**src/rtl/quad_step_decoder.sv**
```systemverilog
// Quadrature A/B front end: synchronise, glitch-filter, x4 Gray decode into a registered
// step pulse plus dir level for a downstream up/down counter, with a sticky illegal-move flag.
module quad_step_decoder #(
    parameter int SYNC_STAGES = 2,
    parameter int FILTER_LEN  = 4
) (
    input  logic clk,
    input  logic reset,
    input  logic a_in,
    input  logic b_in,
    input  logic err_clr,
    output logic step,
    output logic dir,
    output logic err,
    output logic busy
);

    function automatic int clogb2(input int value);
        int res;
        res = 0;
        for (int i = 0; i < 31; i++) begin
            if ((1 << i) < value) res = i + 1;
        end
        return res;
    endfunction

    localparam int CW         = clogb2(FILTER_LEN) + 1;
    localparam int SETTLE_CYC = SYNC_STAGES + FILTER_LEN;
    localparam int SW         = $clog2(SETTLE_CYC + 1);

    localparam logic [CW-1:0] FILT_LAST   = CW'(FILTER_LEN - 1);
    localparam logic [SW-1:0] SETTLE_LAST = SW'(SETTLE_CYC - 1);

    typedef enum logic {SETTLE, RUN} state_t;

    // Forward neighbour in the up sequence {B,A}: 00 -> 01 -> 11 -> 10 -> 00
    function automatic logic [1:0] fwd_next(input logic [1:0] x);
        logic [1:0] r;
        case (x)
            2'b00:   r = 2'b01;
            2'b01:   r = 2'b11;
            2'b11:   r = 2'b10;
            default: r = 2'b00;
        endcase
        return r;
    endfunction

    state_t                  state_q, state_d;
    logic [SW-1:0]           settle_q, settle_d;
    logic [SYNC_STAGES-1:0]  a_sync_q, a_sync_d;
    logic [SYNC_STAGES-1:0]  b_sync_q, b_sync_d;
    logic [1:0]              filt_q, filt_d;
    logic [1:0][CW-1:0]      cnt_q, cnt_d;
    logic [1:0]              prev_q, prev_d;
    logic                    step_q, step_d;
    logic                    dir_q, dir_d;
    logic                    err_q, err_d;
    logic                    busy_q, busy_d;
    logic [1:0]              x_s;

    assign x_s = {b_sync_q[SYNC_STAGES-1], a_sync_q[SYNC_STAGES-1]};

    always_comb begin
        a_sync_d = {a_sync_q[SYNC_STAGES-2:0], a_in};
        b_sync_d = {b_sync_q[SYNC_STAGES-2:0], b_in};
        state_d  = state_q;
        settle_d = settle_q;
        filt_d   = filt_q;
        cnt_d    = cnt_q;
        prev_d   = prev_q;
        step_d   = 1'b0;
        dir_d    = dir_q;
        err_d    = err_q;
        busy_d   = (state_q == SETTLE);

        if (err_clr) err_d = 1'b0;

        case (state_q)
            SETTLE: begin
                // Track inputs unfiltered; prev takes the same value so release levels never step
                filt_d = x_s;
                cnt_d  = '0;
                if (settle_q == SETTLE_LAST) begin
                    state_d  = RUN;
                    prev_d   = x_s;
                    settle_d = '0;
                end else begin
                    settle_d = settle_q + SW'(1);
                end
            end
            default: begin
                for (int ch = 0; ch < 2; ch++) begin
                    if (x_s[ch] == filt_q[ch]) begin
                        cnt_d[ch] = '0;
                    end else if (cnt_q[ch] == FILT_LAST) begin
                        filt_d[ch] = x_s[ch];
                        cnt_d[ch]  = '0;
                    end else begin
                        cnt_d[ch] = cnt_q[ch] + CW'(1);
                    end
                end

                prev_d = filt_q;
                if (filt_q != prev_q) begin
                    if ((filt_q ^ prev_q) == 2'b11) begin
                        err_d = 1'b1;
                    end else begin
                        step_d = 1'b1;
                        dir_d  = (filt_q == fwd_next(prev_q));
                    end
                end
            end
        endcase
    end

    always_ff @(posedge clk) begin
        if (!reset) begin
            state_q  <= SETTLE;
            settle_q <= '0;
            a_sync_q <= '0;
            b_sync_q <= '0;
            filt_q   <= '0;
            cnt_q    <= '0;
            prev_q   <= '0;
            step_q   <= 1'b0;
            dir_q    <= 1'b1;
            err_q    <= 1'b0;
            busy_q   <= 1'b1;
        end else begin
            state_q  <= state_d;
            settle_q <= settle_d;
            a_sync_q <= a_sync_d;
            b_sync_q <= b_sync_d;
            filt_q   <= filt_d;
            cnt_q    <= cnt_d;
            prev_q   <= prev_d;
            step_q   <= step_d;
            dir_q    <= dir_d;
            err_q    <= err_d;
            busy_q   <= busy_d;
        end
    end

    assign step = step_q;
    assign dir  = dir_q;
    assign err  = err_q;
    assign busy = busy_q;

endmodule
```
**config.mk**
```make
export PLATFORM = sky130hd
export DESIGN_NAME = quad_step_decoder
export DESIGN_NICKNAME = d
export VERILOG_FILES = /design/src/rtl/quad_step_decoder.sv
export SDC_FILE = /design/constraint.sdc
export NUM_CORES = 1
export LEC_CHECK = 0
export ABC_AREA = 1
export ABC_CLOCK_PERIOD_IN_PS = 1400
export CAP_MARGIN = 20
export CORE_MARGIN = 5
export CORE_UTILIZATION = 53
export CTS_BUF_LIST = sky130_fd_sc_hd__clkbuf_16
export CTS_CLUSTER_DIAMETER = 120
export DETAILED_ROUTE_END_ITERATION = 12
export GPL_ROUTABILITY_DRIVEN = 0
export GPL_TIMING_DRIVEN = 0
export HOLD_SLACK_MARGIN = 0.05
export PLACE_DENSITY = 0.86
export SLEW_MARGIN = 25
export SYNTH_ARGS = -nofsm -noshare
export SYNTH_HDL_FRONTEND = slang
export SYNTH_SLANG_ARGS = --single-unit
```
**constraint.sdc**
```tcl
create_clock -name clk -period 1.4 [get_ports clk]
set_input_delay 0.42 -clock clk [delete_from_list [all_inputs] [get_ports clk]]
set_output_delay 0.42 -clock clk [all_outputs]
set_load 0.05 [all_outputs]
```
* Word-level counts from Yosys, hierarchy flattened
Cells that the tools add are included.
Storage, ports and cells: flip-flop bits (word level) 22, bits in read-only memories 0, word-level logic and storage cells 61, latch bits 0, memories 0, RAM bits 0
Operators by class: equality and inequality tests 14, muxes and demuxes 19, add/sub/neg operators 3, magnitude comparators 0, reduce and logical (&&, ||, !) cells 8, $mul 0, shifts and indexed selects 0, divide/modulo/power cells 0, bitwise logic cells 4
Operators with widths (number):
- $mux W2 | 6
- $mux W1 | 11
- $add A3 B1 Y3 const B | 3
- $reduce_or A4 Y1 | 2
- $eq A3 B2 Y1 const B | 2
- $pmux W2 S3 | 1
- $reduce_and A3 Y1 | 2
- $eq A2 B2 Y1 const B | 2
- $ne A2 B1 Y1 const B | 2
- $ne A2 B2 Y1 const B | 2
- $reduce_and A2 Y1 | 2
- $eq A3 B3 Y1 const B | 1
- $mux W3 | 1
- $not A1 Y1 | 3
- $eq A1 B1 Y1 | 2
- $eq A2 B1 Y1 const B | 1
- $eq A2 B2 Y1 | 1
- $logic_not A2 Y1 | 1
- $ne A2 B2 Y1 | 1
- $reduce_bool A2 Y1 | 1
- $xor A2 B2 Y2 | 1

* Depth between registers and ports, before layout
Gate-level depths: netlist of run 1.
word-level depth 6, depth in mapped cells 7, gate-level depth less buffers 7

* Worst setup path after synthesis of run 1
OpenSTA, ideal clock, no wires.
path kind register to register, start point register cnt_q[0] (netlist bit), end point register cnt_q[0] (netlist bit), setup slack 368 ps, data arrival time 967 ps, required time 1335 ps, cell stages (with the launch flop) 6, clock period less this slack 1032 ps, cells stage by stage dfxtp_1 -> ha_1 -> ha_1 -> a21oi_1 -> o211ai_1 -> nor2_1
On the way: word-level cells in the longest chain between the ends 2
RTL lines:
- from (decl) | RTL line 53 | logic [1:0][CW-1:0] cnt_q, cnt_d;
- from (signal assigned) | RTL line 135 | cnt_q <= cnt_d;
- branches (longest 2 deep; another with $add A3 B1 Y3)
Parallel ways; which one is timed is not known. A chain may end at the register's enable or synchronous reset.

* Final worst setup path of run 1
start point register dir_q, in the netlist dir, end point output dir
RTL lines:
- from (decl) | RTL line 56 | logic dir_q, dir_d;
- from (signal assigned) | RTL line 138 | dir_q <= dir_d;
- to (decl) | RTL line 13 | output logic dir,
No word-level cell between the ends.

==> results of run 1 <==
[power by group through the flow]
stage	combinational, mW	sequential [mW]	clock [mW]
after floorplan	0.0580	0.672	0
after global placement	0.0820	0.672	0
after detailed placement	0.0865	0.673	0
after CTS	0.0894	0.660	0.582
after global routing	0.103	0.663	0.607
final	0.0904	0.661	0.573
[worst min-delay path by stage]
| stage | from | end | slack (ns) | cells past startpoint |
|---|---|---|---|---|
| 6_report | cnt_q[3] | cnt_q[3] | 0.42 | 1 |
| 5_1_grt | b_sync_q[0] | b_sync_q[1] | 0.44 | 2 |
| 4_1_cts | a_sync_q[0] | a_sync_q[1] | 0.42 | 2 |
| 3_5_place_dp | a_sync_q[0] | a_sync_q[1] | 0.41 | 2 |
| 3_3_place_gp | a_sync_q[0] | a_sync_q[1] | 0.39 | 2 |
| 2_1_floorplan | a_sync_q[0] | a_sync_q[1] | 0.39 | 2 |
[per-layer routing]
layer,up-vias,track usage,share of wire
met5,-,0,0
met4,0,0.109,0.031
met3,6,0.0350,0.026
met2,10,0.296,0.53
met1,347,0.167,0.41
li1,392,-,-
[stage by stage]
stage / utilization / worst slack [ns] / cell area (sq um) / hold WS [ns]
finish: 0.649 / 0.0409 / 1080 / 0.421
global route: 0.649 / 0.00316 / 1080 / 0.440
CTS: 0.649 / 0.0283 / 1080 / 0.423
detailed placement: 0.601 / -0.132 / 1000 / 0.405
global placement: 0.601 / -0.134 / 1000 / 0.394
floorplan: - / 0.368 / 902 / 0.390
[cell type report]
| class | count | area share |
|---|---|---|
| inverters | 22 | 0.0761 |
| clock buffers | 3 | 0.0692 |
| flip-flops and latches | 22 | 0.406 |
| plain buffers | 2 | 0.0173 |
| well taps | 17 | 0.0196 |
| repair buffers | 8 | 0.0773 |
| multi-input cells | 72 | 0.334 |
[registers in the layout, summed over array words and instances, names as in the netlist]
signal	cells
a_sync_q	2
b_sync_q	2
busy	1
cnt_q	6
dir	1
err	1
filt_q	2
prev_q	2
settle_q	3
state_q	1
step	1
[timing repair]
| action | CTS | global route |
|---|---|---|
| endpoints found under the setup margin | 4 | 2 |
| endpoints found under the hold margin | 0 | 0 |
| pin swaps | 0 | 0 |
| gates resized for setup | 12 | 2 |
[cells by family after synthesis]
kind of cell	count (synthesis)	synth area share
buffers and inverters	24	0.110
and+or+nand+nor	52	0.241
adders and majority gates	4	0.0555
AOI/OAI and AO/OA	16	0.105
DFF	22	0.488
[cell usage in the layout, fill, tap and decap left out]
| cell | count |
|---|---|
| a21oi_1 | 5 |
| nand2_1 | 32 |
| nand3_2 | 1 |
| clkdlybuf4s50_1 | 4 |
| nor2_1 | 12 |
| o211ai_1 | 1 |
| o21ai_0 | 6 |
| clkbuf_4 | 1 |
| inv_1 | 20 |
| ha_1 | 4 |
| clkdlybuf4s18_2 | 1 |
| clkdlybuf4s15_2 | 3 |
| buf_6 | 1 |
| nand2_2 | 4 |
| dfxtp_1 | 22 |
| o221ai_1 | 1 |
| a311oi_1 | 2 |
| nand4_1 | 2 |
| o22ai_1 | 1 |
| nand3_1 | 1 |
| clkbuf_16 | 3 |
| inv_2 | 2 |
==> impl_results.md, run 1 <==
- Post-route ant nets: 0
- Least-Margin Pin Slew: 0.281 ns
- Area occupied by registers: around 440 sq um
- Crit path max fanout: 2
- Synth top area share: 0.488
- R2R cell count: 5
- Max Slew Vio Count: 0
- Filler cells: 145
- RSZ-0062 raised after global routing: false
- Initial antenna violation count: 0
- Setup crit end: dir
- Crit path launch type: register
- Crit path max-delay cell type: clkdlybuf4s18_2
- Avg Inst Size Synth: 7.65 sq um
- CP Capture Type: output port
- Gr ovfl total: 0
- GRT Overall Usage: 0.164
- CP Class: reg2out
- # diodes: 0
- Sequential share of power: 0.499
- Vias in the first global route: 761
- Fraction of registers with async set/reset: 0
- Crit path from: dir
- Power density over the cells: 1220 nW/um^2
- Leading area contributor after synthesis: dfxtp_1
- Inst Count DP: 143
- Clock transition at path regs: about 0.05 ns
- Pin count of the biggest net entering global routing: 12
- Fmax: 736 MHz
- Worst Path Arrival: 0.94 ns
- Share of layout cells above drive strength 1: 0.124
- Max_cap viols: 0
- Top Family by Delay on Critical Path: buffers and inverters
- Critical path cell sequence: clkdlybuf4s18_2
- Die ar.: 2630 sq um
- Top_reg_cell synth: dfxtp_1
- Internal reg-to-reg setup slack: 0.23 ns
- Status: complete, no violations
- Via count: 755
- Setup violators final: 0
- H-tree Lvls: 1
- Post-Syn Nets: between 100 and 150
- Max_slew headroom: 0.813
- Die X: a little over 50 um
- Port Buffers: 8
- Postcts setup bufs: 0
- Synth warn: 0
- Tot Pwr: about 1.3 mW
- Initial Utilization: 0.540
- Combinational share of power: 0.068
- CP Depth: 1
- Most instantiated library cell after synthesis: nand2_1
- Post-Layout Cell Count: about 150
- Area of the multi-input gates: 363 sq um
- Iteration-0 DRC Markers: 26
- CTS tree: built
- Cell-internal power: roughly 1.1 mW
- CP max stage delay: ~0.37 ns
- First-pass DRT Iterations: 4
- Post-CTS Hold Fix Bufs: 0
- Cell area after synthesis: 902 sq um
- CP required: 0.98 ns
- Sequential element share of the synthesized area: 0.488
- First-pass GRT wire length: 3.21 mm
- Static Leak: 0.510 nW
- Reg2reg end: cnt_q[1]
- Later-pin clock latency in the skew report: 0.25 ns
- Reg2reg start: cnt_q[0]
- Drt wl/cell: 12.3 um
- Total wire length: 1.79 mm
- Final Hold Viols: 0
- Clk pwr share: 0.433
- CORE AREA: 1670 sq um
- # DRC: 0
- IO Pins: 9
- Top cells by area, synth: dfxtp_1, nand2_1, inv_1
- Peak supply drop: around 1000 uV
- Clock Skew: ~0.0015 ns
- # clock sinks: 22
- Yosys reg bits: 22
- Worst Path Buf+Inv: 1
- EDFF count, synth: 0
- Num rows: 15
- Die Ht: 51.3 um
- Clk buf depth: 2
- Setup TNS: 0 ns
- Unique masters post-synth: 18
- Most frequent cells after synthesis: nand2_1, dfxtp_1, inv_1
- Switching share of power: 0.201
- Vias per cell: 5.17
- CTS buffer count: 3
- Dpl hpwl: 1.24 mm
- Hold crit path type: reg2reg
- Mapped Cells: ~120
- Switching Power: 266 uW
- Root Driver: clkbuf_16
- Net count, final: 140
- Layout area overhead: 20.2%
- Fin crit share: 0.971
- Min cycle time layout: 1.36 ns
No activity file was read; power rests on OpenSTA's default activity.
==> run 2, diff against run 1 <==
- TNS_END_PERCENT: unset -> 100
==> results of run 2 <==
The final DEF is identical to that of run 1; final timing and power are the same.
